## src/rtl/riscv_core_immgen_pkg.sv

```systemverilog
// Shared types and field widths for the pipelined immediate generator.
package riscv_core_immgen_pkg;

    localparam int unsigned INSTR_W  = 32;
    localparam int unsigned IMMSRC_W = 4;
    localparam int unsigned RVC_W    = 16;

    // Width of each immediate before extension (sign bit included)
    localparam int unsigned IMM_I_W       = 12;
    localparam int unsigned IMM_S_W       = 12;
    localparam int unsigned IMM_B_W       = 13;
    localparam int unsigned IMM_J_W       = 21;
    localparam int unsigned IMM_U_W       = 32;
    localparam int unsigned IMM_CSR_W     = 5;
    localparam int unsigned IMM_SHAMT64_W = 6;
    localparam int unsigned IMM_SHAMT32_W = 5;
    localparam int unsigned IMM_CI_W      = 6;
    localparam int unsigned IMM_CJ_W      = 12;
    localparam int unsigned IMM_CB_W      = 9;
    localparam int unsigned IMM_CIW_W     = 10;
    localparam int unsigned IMM_CLD_W     = 8;

    typedef enum logic [IMMSRC_W-1:0] {
        IMM_I     = 4'd0,
        IMM_S     = 4'd1,
        IMM_B     = 4'd2,
        IMM_J     = 4'd3,
        IMM_U     = 4'd4,
        IMM_CSR   = 4'd5,
        IMM_SHAMT = 4'd6,
        IMM_RSVD7 = 4'd7,
        IMM_C_CI  = 4'd8,
        IMM_C_CJ  = 4'd9,
        IMM_C_CB  = 4'd10,
        IMM_C_CIW = 4'd11,
        IMM_C_CLD = 4'd12
    } immsrc_e;

endpackage

```

## src/rtl/riscv_core_immgen_decode.sv

```systemverilog
// Combinational immediate decode: instruction + format select -> extended immediate.
// RVC formats (codes 8-12) are decoded only when RISCV_CORE_IMMGEN_RVC_EN is defined.
module riscv_core_immgen_decode
    import riscv_core_immgen_pkg::*;
#(
    parameter int unsigned XLEN = 64
) (
    input  logic [INSTR_W-1:0]  i_instr,
    input  logic [IMMSRC_W-1:0] i_immsrc,
    output logic [XLEN-1:0]     o_imm_c,
    output logic                o_illegal_c
);

    // Every format fits a sign-correct 32-bit value; widening to XLEN is a signed cast.
    logic [31:0] imm32;

`ifdef RISCV_CORE_IMMGEN_RVC_EN
    logic [RVC_W-1:0] c;
    logic             unused_quadrant;
    assign c               = i_instr[RVC_W-1:0];
    assign unused_quadrant = ^i_instr[1:0];
`else
    logic unused_opcode;
    assign unused_opcode = ^i_instr[6:0];
`endif

    // Format mux; unsupported codes flag illegal and return zero
    always_comb begin
        imm32       = '0;
        o_illegal_c = 1'b0;
        case (immsrc_e'(i_immsrc))
            IMM_I:   imm32 = {{(32-IMM_I_W){i_instr[31]}}, i_instr[31:20]};
            IMM_S:   imm32 = {{(32-IMM_S_W){i_instr[31]}}, i_instr[31:25], i_instr[11:7]};
            IMM_B:   imm32 = {{(32-IMM_B_W){i_instr[31]}}, i_instr[31], i_instr[7],
                              i_instr[30:25], i_instr[11:8], 1'b0};
            IMM_J:   imm32 = {{(32-IMM_J_W){i_instr[31]}}, i_instr[31], i_instr[19:12],
                              i_instr[20], i_instr[30:21], 1'b0};
            IMM_U:   imm32 = {i_instr[31:12], {(IMM_U_W-20){1'b0}}};
            IMM_CSR: imm32 = {{(32-IMM_CSR_W){1'b0}}, i_instr[19:15]};
            IMM_SHAMT: begin
                if (XLEN == 64) imm32 = {{(32-IMM_SHAMT64_W){1'b0}}, i_instr[25:20]};
                else            imm32 = {{(32-IMM_SHAMT32_W){1'b0}}, i_instr[24:20]};
            end
`ifdef RISCV_CORE_IMMGEN_RVC_EN
            IMM_C_CI:  imm32 = {{(32-IMM_CI_W){c[12]}}, c[12], c[6:2]};
            IMM_C_CJ:  imm32 = {{(32-IMM_CJ_W){c[12]}}, c[12], c[8], c[10:9], c[6],
                                c[7], c[2], c[11], c[5:3], 1'b0};
            IMM_C_CB:  imm32 = {{(32-IMM_CB_W){c[12]}}, c[12], c[6:5], c[2],
                                c[11:10], c[4:3], 1'b0};
            IMM_C_CIW: imm32 = {{(32-IMM_CIW_W){1'b0}}, c[10:7], c[12:11], c[5], c[6], 2'b00};
            IMM_C_CLD: imm32 = {{(32-IMM_CLD_W){1'b0}}, c[6:5], c[12:10], 3'b000};
`endif
            default: o_illegal_c = 1'b1;
        endcase
    end

    assign o_imm_c = XLEN'($signed(imm32));

endmodule

```

## src/rtl/riscv_core_immgen_pipe.sv

```systemverilog
// Pipelined immediate generator with valid/ready handshake and a 2-entry skid buffer.
// Optional RVC decode enabled by defining RISCV_CORE_IMMGEN_RVC_EN.
module riscv_core_immgen_pipe
    import riscv_core_immgen_pkg::*;
#(
    parameter int unsigned XLEN  = 64,
    parameter int unsigned TAG_W = 8
) (
    input  logic                i_immgen_clk,
    input  logic                i_immgen_rst_n,
    input  logic                i_immgen_flush,
    input  logic                i_immgen_valid,
    output logic                o_immgen_ready,
    input  logic [INSTR_W-1:0]  i_immgen_instr,
    input  logic [IMMSRC_W-1:0] i_immgen_immsrc,
    input  logic [TAG_W-1:0]    i_immgen_tag,
    output logic                o_immgen_valid,
    input  logic                i_immgen_ready,
    output logic [XLEN-1:0]     o_immgen_imm,
    output logic                o_immgen_illegal,
    output logic [TAG_W-1:0]    o_immgen_tag
);

    typedef struct packed {
        logic [XLEN-1:0]  imm;
        logic             illegal;
        logic [TAG_W-1:0] tag;
    } immgen_entry_t;

    logic          out_valid_q, out_valid_d;
    logic          skid_valid_q, skid_valid_d;
    logic          ready_q, ready_d;
    immgen_entry_t out_entry_q, out_entry_d;
    immgen_entry_t skid_entry_q, skid_entry_d;
    immgen_entry_t new_entry;
    logic [XLEN-1:0] dec_imm;
    logic            dec_illegal;
    logic            accept;
    logic            drain;

    riscv_core_immgen_decode #(.XLEN(XLEN)) u_decode (
        .i_instr     (i_immgen_instr),
        .i_immsrc    (i_immgen_immsrc),
        .o_imm_c     (dec_imm),
        .o_illegal_c (dec_illegal)
    );

    // Handshake qualifiers and the entry formed from the current request
    always_comb begin
        accept            = i_immgen_valid & ready_q & ~i_immgen_flush;
        drain             = out_valid_q & i_immgen_ready;
        new_entry.imm     = dec_imm;
        new_entry.illegal = dec_illegal;
        new_entry.tag     = i_immgen_tag;
    end

    // Output/skid next state; ready is registered and tracks skid emptiness
    always_comb begin
        out_valid_d  = out_valid_q;
        out_entry_d  = out_entry_q;
        skid_valid_d = skid_valid_q;
        skid_entry_d = skid_entry_q;
        if (i_immgen_flush) begin
            out_valid_d  = 1'b0;
            out_entry_d  = '0;
            skid_valid_d = 1'b0;
            skid_entry_d = '0;
        end else if (!out_valid_q || drain) begin
            if (skid_valid_q) begin
                // Skid full implies ready was low, so nothing was accepted this cycle
                out_valid_d  = 1'b1;
                out_entry_d  = skid_entry_q;
                skid_valid_d = 1'b0;
                skid_entry_d = '0;
            end else begin
                out_valid_d = accept;
                out_entry_d = accept ? new_entry : '0;
            end
        end else if (accept) begin
            skid_valid_d = 1'b1;
            skid_entry_d = new_entry;
        end
        ready_d = ~skid_valid_d;
    end

    // State registers with synchronous active-low reset
    always_ff @(posedge i_immgen_clk) begin
        if (!i_immgen_rst_n) begin
            out_valid_q  <= 1'b0;
            out_entry_q  <= '0;
            skid_valid_q <= 1'b0;
            skid_entry_q <= '0;
            ready_q      <= 1'b0;
        end else begin
            out_valid_q  <= out_valid_d;
            out_entry_q  <= out_entry_d;
            skid_valid_q <= skid_valid_d;
            skid_entry_q <= skid_entry_d;
            ready_q      <= ready_d;
        end
    end

    assign o_immgen_ready   = ready_q;
    assign o_immgen_valid   = out_valid_q;
    assign o_immgen_imm     = out_entry_q.imm;
    assign o_immgen_illegal = out_entry_q.illegal;
    assign o_immgen_tag     = out_entry_q.tag;

endmodule
```

## config.mk

```make
export PLATFORM = sky130hd
export DESIGN_NAME = riscv_core_immgen_pipe
export DESIGN_NICKNAME = d
export VERILOG_FILES = /design/src/rtl/riscv_core_immgen_pkg.sv /design/src/rtl/riscv_core_immgen_decode.sv /design/src/rtl/riscv_core_immgen_pipe.sv
export SDC_FILE = /design/constraint.sdc
export NUM_CORES = 1
export LEC_CHECK = 0
export ABC_AREA = 1
export CORE_AREA = 8 8 75 143
export DETAILED_ROUTE_END_ITERATION = 10
export DIE_AREA = 0 0 83 151
export PLACE_DENSITY = 0.76
export SLEW_MARGIN = 20
export SYNTH_ARGS = -nofsm -noshare
export SYNTH_HDL_FRONTEND = slang
export SYNTH_SLANG_ARGS = --single-unit
```

## constraint.sdc

```tcl
create_clock -name i_immgen_clk -period 1.67 [get_ports i_immgen_clk]
set_input_delay 0.4175 -clock i_immgen_clk [delete_from_list [all_inputs] [get_ports i_immgen_clk]]
set_output_delay 0.4175 -clock i_immgen_clk [all_outputs]
set_load 0.01 [all_outputs]
```

==> impl_metrics.csv <==
group,metric,value,unit
status,outcome,"complete, no violations",
layout,final_layout_size_suffix_gt1_frac,0.105,
floorplanning,io_pins,124,
power_and_ir_drop,clock_power_share,0.457,
setup_path,critical_path.top_delay_family,"buffers and inverters",
power_and_ir_drop,pwr_density_cell,799,nW/um2
cts,clock_path_buffers,2,
cts,numCtsBuffers,9,
synthesis,synth_top_cell_area_share,0.420,
setup_path,type_of_element_capturing_the_critical_path,"primary output",
grt,grt_first_pass_wirelength,19.4,mm
setup_path,timing.critical_path.from_type,"register",
placed_design,gp_congestion,0.844,
grt,grt_pass1_vias,4023,
sta,timing.final.crit_share,0.977,
grt,grt_max_degree,52,
sta,worst_clock_skew,0.00984,ns
setup_path,crit_slowest_cell,"clkdlybuf4s50_1",
synthesis,synth_top_cell_by_area,"dfxtp_1",
synthesis,postSynthAreaPerCell,6.93,um2
setup_path,setup.reg_to_reg.worst_slack,0.29,ns
power_and_ir_drop,total_power,4.46,mW
layout,nets,731,
drt,detailedRoute.firstPassIterationCount,5,
grt,grt_usage,0.186,
placed_design,dpl-instance-area,5260,um2
synthesis,synth_fp_nets,633,
grt,antenna_found_initial,0,
sta,worst_pin_slew,0.360,ns
floorplanning,dieHeight,151,um
setup_path,worst_ep_required_time,1.25,ns
sta,rsz0062_at_grt,"false",
cts,worst_setup_hold_path_clk_slew,0.06,ns
layout,finish.cell_count_without_fillers,789,
cts,clkSinkCount,85,
power_and_ir_drop,share_comb_of_total_power,0.086,
cts,cts_root_buf,"clkbuf_16",
flow_run,drv.max_cap_violation_count,0,
drt,wirelength,11.7,mm
placed_design,post-place-cells,773,
floorplanning,floorplan.core_area,8890,um2
layout,fin_area,5590,um2
grt,grt_overflow,0,
synthesis,most_area_consuming_cells_after_synthesis,"dfxtp_1, nand2_1, a21oi_1",
power_and_ir_drop,power.share.sequential,0.457,
drt,dr_total_vias,4110,
power_and_ir_drop,internal_power,3.40,mW
synthesis,synth.distinct_cells,24,
placed_design,portBuffers,116,
drt,drt_iter0_drc,263,
synthesis,synth_sequential_area_ratio,0.420,
sta,hold_viol,0,
floorplanning,floorplan.rows,49,
cts,worstSkewPairLatency,0.34,ns
sta,final.setup.worst_slack,0.0391,ns
setup_path,worst_ep_arrival_time,1.21,ns
worst_hold_path,hold_path_class,"register to register",
power_and_ir_drop,total_switching_power,1.07,mW
drt,detail_route.vias_per_cell,5.21,
sta,fmax,613,MHz
placed_design,dp_worst_setup_slack,-0.311,ns
floorplanning,floorplan.initialDensity,0.455,
cts,tritoncts,"built",
drt,antenna_violating_nets_post_route,0,
layout,fin_util,0.628,
power_and_ir_drop,swShare,0.239,
drt,drt-wirelength-per-cell,14.8,um
sta,setup_viol,0,
synthesis,cell_area_after_synthesis,4050,um2
cts,cts_post_setup_buffers_inserted,0,
setup_path,critical_path.max_fanout,2,
sta,max_slew_margin,0.760,
power_and_ir_drop,peakVddDrop,621,uV
synthesis,yosysWarningCount,0,
floorplanning,floorplan.die.width,83,um
placed_design,post-dp-hpwl,8.50,mm
drt,drcViolationCount,0,
power_and_ir_drop,cellLeakagePower,2.71,nW
floorplanning,die_area,12500,um2
sta,final-max-slew-violation-count,0,
layout,num_antenna_cells,0,
setup_path,worst_path_buffer_plus_inverter_count,1,
setup_path,critPathMaxStageDelay,0.54,ns
synthesis,synth_cells,584,
sta,final.min_clock_period,1.63,ns
cts,cts_hold_repair.buffers,0,
layout,synthToLayoutAreaGrowth,37.9,%
cts,cts_htree_levels,3,
setup_path,crit_path_cell_trace,"clkdlybuf4s50_1",
synthesis,ys_ff_latch,85,
setup_path,path_class,"register to primary output",
sta,setup_total_negative_slack,0,ns
sta,hold-worst-slack,0.462,ns
flip-flops by register name, summed over array words and instances (netlist names):
signal            count
skid_entry_q         41
o_immgen_imm         32
o_immgen_tag          8
o_immgen_illegal      1
o_immgen_ready        1
o_immgen_valid        1
skid_valid_q          1
worst paths after layout:
kind                    start  cells after the start                to
max          o_immgen_imm[14]                      1  o_immgen_imm[14]
min           skid_entry_q[9]                      2   skid_entry_q[9]
min reg2reg   skid_entry_q[9]                      2   skid_entry_q[9]
max reg2reg    o_immgen_valid                      9   skid_entry_q[2]
placed cells by master, fill, tap and decap left out, types with 6 or more instances in the layout:
cell and count:
nand2_1 244, dfxtp_1 85, a21oi_1 62, clkdlybuf4s50_1 47, dlygate4sd2_1 46, nor2_1 26, a31oi_1 25, buf_4 25
dlymetal6s2s_1 23, nand3_1 21, inv_1 16, o21ai_1 9, clkbuf_16 9, nor2_4 7, buf_12 7, inv_2 6
cell families (layout without fill, tap and decap cells):
| group | count (synthesis) | count (layout) | share of synthesized area |
|---|---|---|---|
| simple gates | 307 | 307 | 0.317 |
| compound gates | 102 | 102 | 0.134 |
| flops | 85 | 85 | 0.420 |
| buf+inv | 90 | 193 | 0.128 |
power by group through the flow:
stage / Sequential [mW] / Clock, mW / Combinational (mW)
floorplan: 2.09 / 0 / 0.160
global placement: 2.08 / 0 / 0.381
detailed placement: 2.08 / 0 / 0.386
CTS: 2.04 / 2.08 / 0.384
global route: 2.04 / 2.17 / 0.418
finish: 2.04 / 2.04 / 0.386
worst register-to-register path: stages (launching register included):
cell     delay (ns)
dfxtp_1        0.33
inv_1          0.09
nor2_8         0.15
inv_4          0.06
nand2_1        0.07
inv_2          0.07
nor2_4         0.11
buf_12         0.20
nand2_1        0.09
a21oi_1        0.15
synthesized netlist by cell type:
cell type and count:
nor3b_1 1, buf_6 3, nor3_4 1, nand3_2 3, o211ai_1 1, buf_4 39
a21oi_1 62, inv_4 1, a31oi_1 25, nor2_1 26, o21ai_1 9, clkbuf_1 13
inv_1 16, nand3_1 21, nor2_8 1, clkinv_1 5, inv_2 6, nor2_2 1
nand2_1 244, dfxtp_1 85, nor2_4 6, nand2_2 3, buf_2 7, o21ai_0 5
cell type report:
class | count | area [um2]
inverter | 28 | 108
clock buffer | 9 | 225
multi-input combinational | 409 | 1840
tap | 102 | 128
timing repair buffer | 149 | 1500
fill | 799 | 3300
clock inverter | 7 | 78.8
sequential | 85 | 1700
per-layer routing:
metal  track usage  wire length (um)  up-vias
li1              -                 -     2037
met3        0.0560               760       22
met1         0.193              4520     1896
met4        0.0991               312        0
met2         0.329              6120      155
met5             0                 0        -
timing repair:
| action | 4_1_cts | 5_1_grt |
|---|---|---|
| gates resized for setup | 46 | 27 |
| setup endpoints to repair | 46 | 64 |
| hold endpoints to repair | 0 | 0 |
| pin swaps | 0 | 0 |
No activity file was read; power rests on OpenSTA's default activity.
